$ cat src/rtl/monitor_anel_4bits.sv
// Watches a 4-bit ring-counter pattern, counts legal single-bit rotations,
// reports direction and position, and latches an error on any illegal jump.
module monitor_anel_4bits (
  input  logic       ck,
  input  logic       clr,
  input  logic [3:0] a,
  output logic [1:0] pos,
  output logic       valido,
  output logic       passo,
  output logic       sentido,
  output logic [7:0] cont,
  output logic       erro,
  output logic [6:0] seg
);

  localparam logic [1:0] SINC    = 2'd0;
  localparam logic [1:0] TRAVADO = 2'd1;
  localparam logic [1:0] ERRO    = 2'd2;

  localparam logic [6:0] SEG_DASH = 7'b0111111;
  localparam logic [6:0] SEG_E    = 7'b0000110;

  logic [3:0] s1_q, s1_d, s2_q, s2_d, s3_q, s3_d;
  logic [3:0] ref_q, ref_d;
  logic [1:0] state_q, state_d;
  logic [1:0] pos_q, pos_d;
  logic       valido_q, valido_d;
  logic       passo_q, passo_d;
  logic       sentido_q, sentido_d;
  logic [7:0] cont_q, cont_d;
  logic       erro_q, erro_d;
  logic [6:0] seg_q, seg_d;

  logic [3:0] sample, rot_l, rot_r;
  logic       stable, hot;

  function automatic logic [1:0] enc(input logic [3:0] v);
    case (v)
      4'b0010: enc = 2'd1;
      4'b0100: enc = 2'd2;
      4'b1000: enc = 2'd3;
      default: enc = 2'd0;
    endcase
  endfunction

  always_comb begin
    s1_d      = a;
    s2_d      = s1_q;
    s3_d      = s2_q;
    ref_d     = ref_q;
    state_d   = state_q;
    pos_d     = pos_q;
    valido_d  = valido_q;
    passo_d   = 1'b0;
    sentido_d = sentido_q;
    cont_d    = cont_q;
    erro_d    = erro_q;

    // Only a sample that held across two synchronized cycles is trusted.
    sample = s2_q;
    stable = (s2_q == s3_q);
    hot    = (sample != 4'b0000) && ((sample & (sample - 4'd1)) == 4'b0000);
    rot_l  = {ref_q[2:0], ref_q[3]};
    rot_r  = {ref_q[0], ref_q[3:1]};

    if (stable) begin
      valido_d = hot;
      case (state_q)
        SINC: begin
          if (hot) begin
            ref_d   = sample;
            pos_d   = enc(sample);
            state_d = TRAVADO;
          end
        end
        TRAVADO: begin
          if (sample != ref_q) begin
            if (sample == rot_l || sample == rot_r) begin
              passo_d   = 1'b1;
              sentido_d = (sample == rot_l);
              cont_d    = cont_q + 8'd1;
              ref_d     = sample;
              pos_d     = enc(sample);
            end else begin
              erro_d  = 1'b1;
              state_d = ERRO;
            end
          end
        end
        default: ;
      endcase
    end

    // Display follows the next state so it changes on the same edge.
    case (state_d)
      TRAVADO: begin
        case (pos_d)
          2'd0:    seg_d = 7'b1000000;
          2'd1:    seg_d = 7'b1111001;
          2'd2:    seg_d = 7'b0100100;
          default: seg_d = 7'b0110000;
        endcase
      end
      ERRO:    seg_d = SEG_E;
      default: seg_d = SEG_DASH;
    endcase
  end

  always_ff @(posedge ck) begin
    if (clr) begin
      s1_q      <= 4'b0000;
      s2_q      <= 4'b0000;
      s3_q      <= 4'b0000;
      ref_q     <= 4'b0001;
      state_q   <= SINC;
      pos_q     <= 2'd0;
      valido_q  <= 1'b0;
      passo_q   <= 1'b0;
      sentido_q <= 1'b0;
      cont_q    <= 8'd0;
      erro_q    <= 1'b0;
      seg_q     <= SEG_DASH;
    end else begin
      s1_q      <= s1_d;
      s2_q      <= s2_d;
      s3_q      <= s3_d;
      ref_q     <= ref_d;
      state_q   <= state_d;
      pos_q     <= pos_d;
      valido_q  <= valido_d;
      passo_q   <= passo_d;
      sentido_q <= sentido_d;
      cont_q    <= cont_d;
      erro_q    <= erro_d;
      seg_q     <= seg_d;
    end
  end

  assign pos     = pos_q;
  assign valido  = valido_q;
  assign passo   = passo_q;
  assign sentido = sentido_q;
  assign cont    = cont_q;
  assign erro    = erro_q;
  assign seg     = seg_q;

endmodule
$ cat config.mk
export PLATFORM = sky130hd
export DESIGN_NAME = monitor_anel_4bits
export DESIGN_NICKNAME = d
export VERILOG_FILES = /design/src/rtl/monitor_anel_4bits.sv
export SDC_FILE = /design/constraint.sdc
export NUM_CORES = 1
export LEC_CHECK = 0
export CAP_MARGIN = 5
export CORE_UTILIZATION = 48
export CTS_BUF_LIST = sky130_fd_sc_hd__clkbuf_16
export CTS_CLUSTER_DIAMETER = 120
export DETAILED_ROUTE_END_ITERATION = 12
export PLACE_DENSITY = 0.73
export REMOVE_ABC_BUFFERS = 1
export SYNTH_ARGS = -nofsm -noshare
export SYNTH_HDL_FRONTEND = slang
export SYNTH_SLANG_ARGS = --single-unit
$ cat constraint.sdc
create_clock -name ck -period 2.36 [get_ports ck]
set_clock_uncertainty 0.05 [all_clocks]
set_input_delay 0.472 -clock ck [delete_from_list [all_inputs] [get_ports ck]]
set_output_delay 0.472 -clock ck [all_outputs]
set_load 0.02 [all_outputs]
=== Yosys cells after proc, flatten, opt, wreduce, memory -nomap -nowiden ===
Cells that the tools add are included.

* Output and inout bits: 21
* Input port bits: 6
* Word-level logic and storage cells: 63
* Bits in registers: 39

* Bitwise logic cells: 5
* Equal/unequal tests: 15
* Muxes and demuxes: 18
* Add/sub/neg operators: 2
* Reductions and logical operators: 11

{| class="wikitable"
|+ Operators with widths
! cell !! number
|-
| one-hot mux 7 bit (3 select lines) || 1
|-
| two-way mux 2 bit || 8
|-
| one-hot mux 7 bit (2 select lines) || 1
|-
| equality test 4 bit || 3
|-
| two-way mux 4 bit || 3
|-
| adder 8 x 1 -> 8 bit (second input constant) || 1
|-
| one-hot mux 2 bit (2 select lines) || 2
|-
| one-hot mux 4 bit (2 select lines) || 1
|-
| AND reduction 4 bit || 2
|-
| equality test 2 x 1 -> 1 bit (second input constant) || 3
|-
| != test 2 bit (second input constant) || 3
|-
| one-hot mux 2 bit (3 select lines) || 1
|-
| AND reduction 5 bit || 1
|-
| AND 4 bit || 1
|-
| equality test 2 bit (second input constant) || 2
|-
| equality test 4 x 2 -> 1 bit (second input constant) || 1
|-
| equality test 4 x 3 -> 1 bit (second input constant) || 1
|-
| equality test 4 bit (second input constant) || 1
|-
| zero test 2 bit || 2
|-
| zero test 4 bit || 1
|-
| != test 4 bit || 1
|-
| inverter 1 bit || 4
|-
| nonzero test 4 bit || 1
|-
| OR reduction 4 bit || 1
|-
| 5 further kinds || 5
|}

=== Depth between registers and ports, before layout ===
* Word-level depth: 10
* Gate-level depth with buffers: 12
* Depth with buffers taken out: 10

=== Worst setup path before layout ===
OpenSTA, ideal clock, no wires.

* Kind: register to register
* Start point: register s2_q[1]
* End point: register seg_q[2] (netlist: seg[2])
* Setup slack: -0.179 ns
* Path buffers: 2
* Stages on the path, launching flop included: 13
* Period minus slack after synthesis: 2.539 ns
* Data arrival time: 2.383 ns
* Cells stage by stage: dfxtp_1 > buf_6 > xnor2_1 > nand4_1 > or2_2 > clkbuf_1 > o21bai_1 > and2_1 > ha_1 > nand2b_1 > nor4b_1 > o211ai_1 > o311ai_0

{| class="wikitable"
|+ RTL lines
! element !! line !! source
|-
| start, declared || 23 || <nowiki>logic [3:0] s1_q, s1_d, s2_q, s2_d, s3_q, s3_d;</nowiki>
|-
| start signal, assigned || 112 || <nowiki>s2_q <= 4'b0000;</nowiki>
|-
| start signal, assigned || 125 || <nowiki>s2_q <= s2_d;</nowiki>
|-
| subtractor 4 x 1 -> 4 bit || 62 || <nowiki>hot = (sample != 4'b0000) && ((sample & (sample - 4'd1)) == 4'b0000);</nowiki>
|-
| AND 4 bit || 62 ||
|-
| zero test 4 bit || 62 ||
|-
| logical AND 1 bit || 62 ||
|-
| two-way mux 2 bit || 70 || <nowiki>if (hot) begin</nowiki>
|-
| one-hot mux 2 bit (2 select lines) || 68 || <nowiki>case (state_q)</nowiki>
|-
| two-way mux 2 bit * || 66 || <nowiki>if (stable) begin</nowiki>
|-
| net state_d[0] || 25 || <nowiki>logic [1:0] state_q, state_d;</nowiki>
|-
| equality test 2 bit or equality test 2 x 1 -> 1 bit (tied branches) || 95 || <nowiki>case (state_d)</nowiki>
|-
| one-hot mux 7 bit (2 select lines) * || 95 ||
|-
| end signal, assigned || 135 || <nowiki>seg_q <= seg_d;</nowiki>
|-
| end, declared || 32 || <nowiki>logic [6:0] seg_q, seg_d;</nowiki>
|}

Mark *: on every way through the listed nets, which the timed path passes. The rest lies on a longest branch.
A chain may end at the register's enable or synchronous reset.

=== Worst setup path in the final report ===
* Start point: register s2_q[2]
* End point: register cont_q[6] (netlist: cont[6])

* Word-level cells in the longest chain between the ends: 3

{| class="wikitable"
|+ Ends and longest elaborated chain
! element !! line !! source
|-
| equality test 4 bit || 78 || <nowiki>if (sample == rot_l || sample == rot_r) begin</nowiki>
|-
| logical OR 1 bit || 78 ||
|-
| AND reduction 4 bit (no source line) * || - ||
|-
| end signal, assigned || 133 || <nowiki>cont_q <= cont_d;</nowiki>
|-
| end, declared || 30 || <nowiki>logic [7:0] cont_q, cont_d;</nowiki>
|}

Every way passes the cells marked *; elsewhere a longest branch is shown, timed or not.

==> run summary <==
The die covers 4040 um2. The final net count came out at 258. The logs give 198 for the count of mapped cells out of synthesis and 40 for the number of distinct library cell variants in the gate-level netlist after synthesis.

After detailed routing, the number of remaining DRC violations is 0. CTS built an H-tree with a depth of 2. The die boundary height is 63.5 um, and the number of maximum-capacitance constraint violations is 0.

In this run the most used layer during global routing was met2. Share of the clock period used by the worst path after layout: 0.992. By area the synthesized netlist is led by sky130_fd_sc_hd__dfxtp_1, sky130_fd_sc_hd__xnor2_1, sky130_fd_sc_hd__nor2b_1.

The cell area power density came out at 749 nW/um2. The worst path arrival time was 2500 ps. Overall via count from detail_route: 1,712.

Along the worst path, the maximum fanout reaches 10. For the total wire length, the log shows 4750 um. In this run the remaining antenna-violating nets after routing total 0. Entering global routing, the biggest net connects 22 pins.

The required time reported for the critical path endpoint came out at 2520 ps. The first global-routing pass estimated 7140 um of wire. The total routing usage reported by global routing is 0.229, and the worst-case vdd ir drop is 0.000433 V.

Buffers placed on the I/O ports in this run total 26. TritonCTS built the clock tree. The run gives 96 as the initial DRC count. For the final routed database, the setup TNS stands at 0 ps. The HPWL after detailed placement is 3180 um.

The clock-pin slew on the worst setup and hold paths is 60 ps. In this run the horizontal extent of the chip is 63.5 um. After routing the design area is 2600 um2. Number of top-level design ports: 27.

The type of the worst setup path was reg -> reg. The post-placement cell count was 285. The number of antenna violations at the first check in global routing was 0; the number of synthesized register bits was 38.

The flow ran to the end, and the final reports show no timing, DRC or antenna violations. Dividing the synthesized area by the synthesized cell count gives 9.18 um2. CTS placed an instance of sky130_fd_sc_hd__clkbuf_16 at the clock tree root. The worst setup path is captured at a flop.

For this run, the top clock speed supported by timing is 0.427 GHz. The path class of the tightest hold or removal check is reg -> reg. The worst setup path is launched from a flop. For the pin with the worst max-slew slack, the measured transition is 513 ps. Residual overflow from global routing: 0.

The max-slew violation total from the final report was 0; the detailed-router iteration count before antenna repair was 4. In the routed layout, each cell is associated on average with a via count of 5.78. The relative area change from synthesis to final layout was 43.1%; the core box area was 3470 um2. The most area-hungry cell type in the Yosys netlist is sky130_fd_sc_hd__dfxtp_1. The number of buffers inserted during clock tree synthesis was 5; the global routing usage on met2 was 0.426. At the end of routability-driven placement, the weighted congestion stood at 0.920. For the starting utilization of the core area, the log shows 0.524. The count of antenna diodes in the layout is 0. The area after detailed placement was 2260 um2; the post-detailed-route wirelength per cell was 16.0 um. The number of endpoints failing setup at the final stage is 0, and the number of buffers inserted for hold repair after clock tree synthesis is 0.

For this run, the number of Yosys warnings is 0. The row count came out at 21. The logs give 0.0562 for the met3 routing resource usage after global routing and 1820 um2 for the synthesized cell area. The met1 track demand over resource in global routing was 0.244; the buffer depth of the longest clock path was 2. The area fraction of the dominant cell type after synthesis works out to 0.418. The final standard cell count with taps included and fillers excluded came out at 296.

The run gives 1,638 as the via count of the first global-routing pass. For the worst-skew pair, the clock arrives at the later sink with an insertion delay of 280 ps. Setup slack closes at 19.6 ps. The logs give 14.5 ps for the worst setup timing slack at the placement stage and 0.995 nW for the leakage power. For the number of hold violations in the final report, the log shows 0.

The sequential area share after synthesis is 0.418, and the layout cell share with drive strength beyond 1 is 0.256. Subtracting the final worst setup slack from the clock period gives 2340 ps. The clock net in this run drives a total of 38 sinks. For the max-slew headroom at the worst pin, the log shows 0.654.
==> routing by layer <==
metal | part of all wire | wire length, um
met1 | 0.41 | 1940
met2 | 0.54 | 2560
met3 | 0.037 | 174
met4 | 0.015 | 73
met5 | 0 | 0
==> per-stage QoR <==
stage / power [W] / utilization / hold WS [ps]
finish: 0.00195 / 0.750 / 387
global route: 0.00202 / 0.750 / 402
CTS: 0.00191 / 0.713 / 388
detailed placement: 0.00104 / 0.653 / 374
global placement: 0.00103 / 0.653 / 368
floorplan: 0.000882 / - / 364
==> worst max-delay path: stages (launching register included) <==
cell                       delay [ps]
sky130_fd_sc_hd__dfxtp_2          400
sky130_fd_sc_hd__buf_6            170
sky130_fd_sc_hd__xnor2_1          120
sky130_fd_sc_hd__nand4_1          210
sky130_fd_sc_hd__a2111o_1         540
sky130_fd_sc_hd__buf_6            160
sky130_fd_sc_hd__or4_1            490
sky130_fd_sc_hd__a21oi_1          130
==> layout by cell type (no fill, tap or decap), types with 6 or more instances in the layout <==
cell	n
sky130_fd_sc_hd__nor2_1	15
sky130_fd_sc_hd__a21oi_1	7
sky130_fd_sc_hd__nor2b_1	16
sky130_fd_sc_hd__xor2_1	7
sky130_fd_sc_hd__dfxtp_1	33
sky130_fd_sc_hd__xnor2_1	10
sky130_fd_sc_hd__o211ai_1	9
sky130_fd_sc_hd__o21ai_0	6
sky130_fd_sc_hd__buf_4	27
sky130_fd_sc_hd__clkdlybuf4s50_1	26
sky130_fd_sc_hd__nand2_1	8
==> where the power goes <==
| group | switching [W] | leakage, nW | internal, W |
|---|---|---|---|
| clock | 0.000258 | 0.0940 | 0.000607 |
| combinational | 0.000197 | 0.590 | 0.000181 |
| sequential | 0.0000262 | 0.311 | 0.000679 |
==> path summary, 6_finish.rpt <==
kind | endpoint | depth (start not counted) | startpoint | slack, ps
worst max-delay path | cont[6] | 7 | s2_q[2] | 20
worst min register to register | s2_q[0] | 1 | s1_q[0] | 390
worst max register to register | cont[6] | 7 | s2_q[2] | 20
worst min-delay path | s2_q[0] | 1 | s1_q[0] | 390
==> synthesized netlist by cell type <==
cell type / n
sky130_fd_sc_hd__xor2_1: 7
sky130_fd_sc_hd__nor2_1: 15
sky130_fd_sc_hd__or2_2: 2
sky130_fd_sc_hd__o41ai_1: 1
sky130_fd_sc_hd__buf_2: 2
sky130_fd_sc_hd__clkbuf_1: 6
sky130_fd_sc_hd__xnor2_1: 13
sky130_fd_sc_hd__dfxtp_1: 38
sky130_fd_sc_hd__a21o_1: 1
sky130_fd_sc_hd__inv_1: 5
sky130_fd_sc_hd__a22o_1: 3
sky130_fd_sc_hd__mux2i_1: 2
sky130_fd_sc_hd__nor2b_1: 16
sky130_fd_sc_hd__or3_1: 4
sky130_fd_sc_hd__o2111ai_1: 1
sky130_fd_sc_hd__nand3_1: 3
sky130_fd_sc_hd__o211ai_1: 9
sky130_fd_sc_hd__o21ai_0: 6
sky130_fd_sc_hd__o31ai_1: 4
sky130_fd_sc_hd__nor4_1: 2
sky130_fd_sc_hd__nand2b_1: 1
sky130_fd_sc_hd__nor3b_1: 1
sky130_fd_sc_hd__nor3_1: 2
sky130_fd_sc_hd__a2111o_1: 1
sky130_fd_sc_hd__buf_4: 1
sky130_fd_sc_hd__and2_1: 2
sky130_fd_sc_hd__or4_1: 3
sky130_fd_sc_hd__ha_1: 3
sky130_fd_sc_hd__a311o_1: 3
sky130_fd_sc_hd__or4b_2: 1
sky130_fd_sc_hd__and3_1: 4
sky130_fd_sc_hd__a21oi_1: 10
sky130_fd_sc_hd__o21bai_1: 1
sky130_fd_sc_hd__nand2_1: 8
sky130_fd_sc_hd__mux2_2: 1
sky130_fd_sc_hd__buf_6: 3
sky130_fd_sc_hd__nor4b_1: 3
sky130_fd_sc_hd__o311ai_0: 2
sky130_fd_sc_hd__a211oi_1: 3
sky130_fd_sc_hd__nand4_1: 5
==> registers in the layout, indices dropped and copies added (netlist names), 2 cells and up <==
register and cells:
s1_q 4, s3_q 4, s2_q 4, ref_q 4, pos 2, cont 8
state_q 2, seg 6
==> cell type report <==
type                    instances  area, um2
clock buffers                   5        125
clock inverters                 3       68.8
fillers                       253        867
inverters                       5       18.8
multi-input cells             143       1070
flip-flops and latches         38        767
well taps                      46       57.6
repair buffers                 56        497
==> cells by family after synthesis <==
logic type	after synthesis	share of synthesized area
flops	38	0.418
xor+xnor	20	0.0964
mux	3	0.0172
fa+ha+maj	3	0.0206
simple gates	72	0.222
buf+inv	17	0.0509
compound gates	45	0.175
==> what timing repair did <==
item                                    in CTS  in global routing
resized for setup                            1                 26
pin swaps                                    2                 10
endpoints found under the setup margin       4                  8
endpoints found under the hold margin        0                  0
buffers inserted                             1                  2
Power figures use the tool's default switching activity.
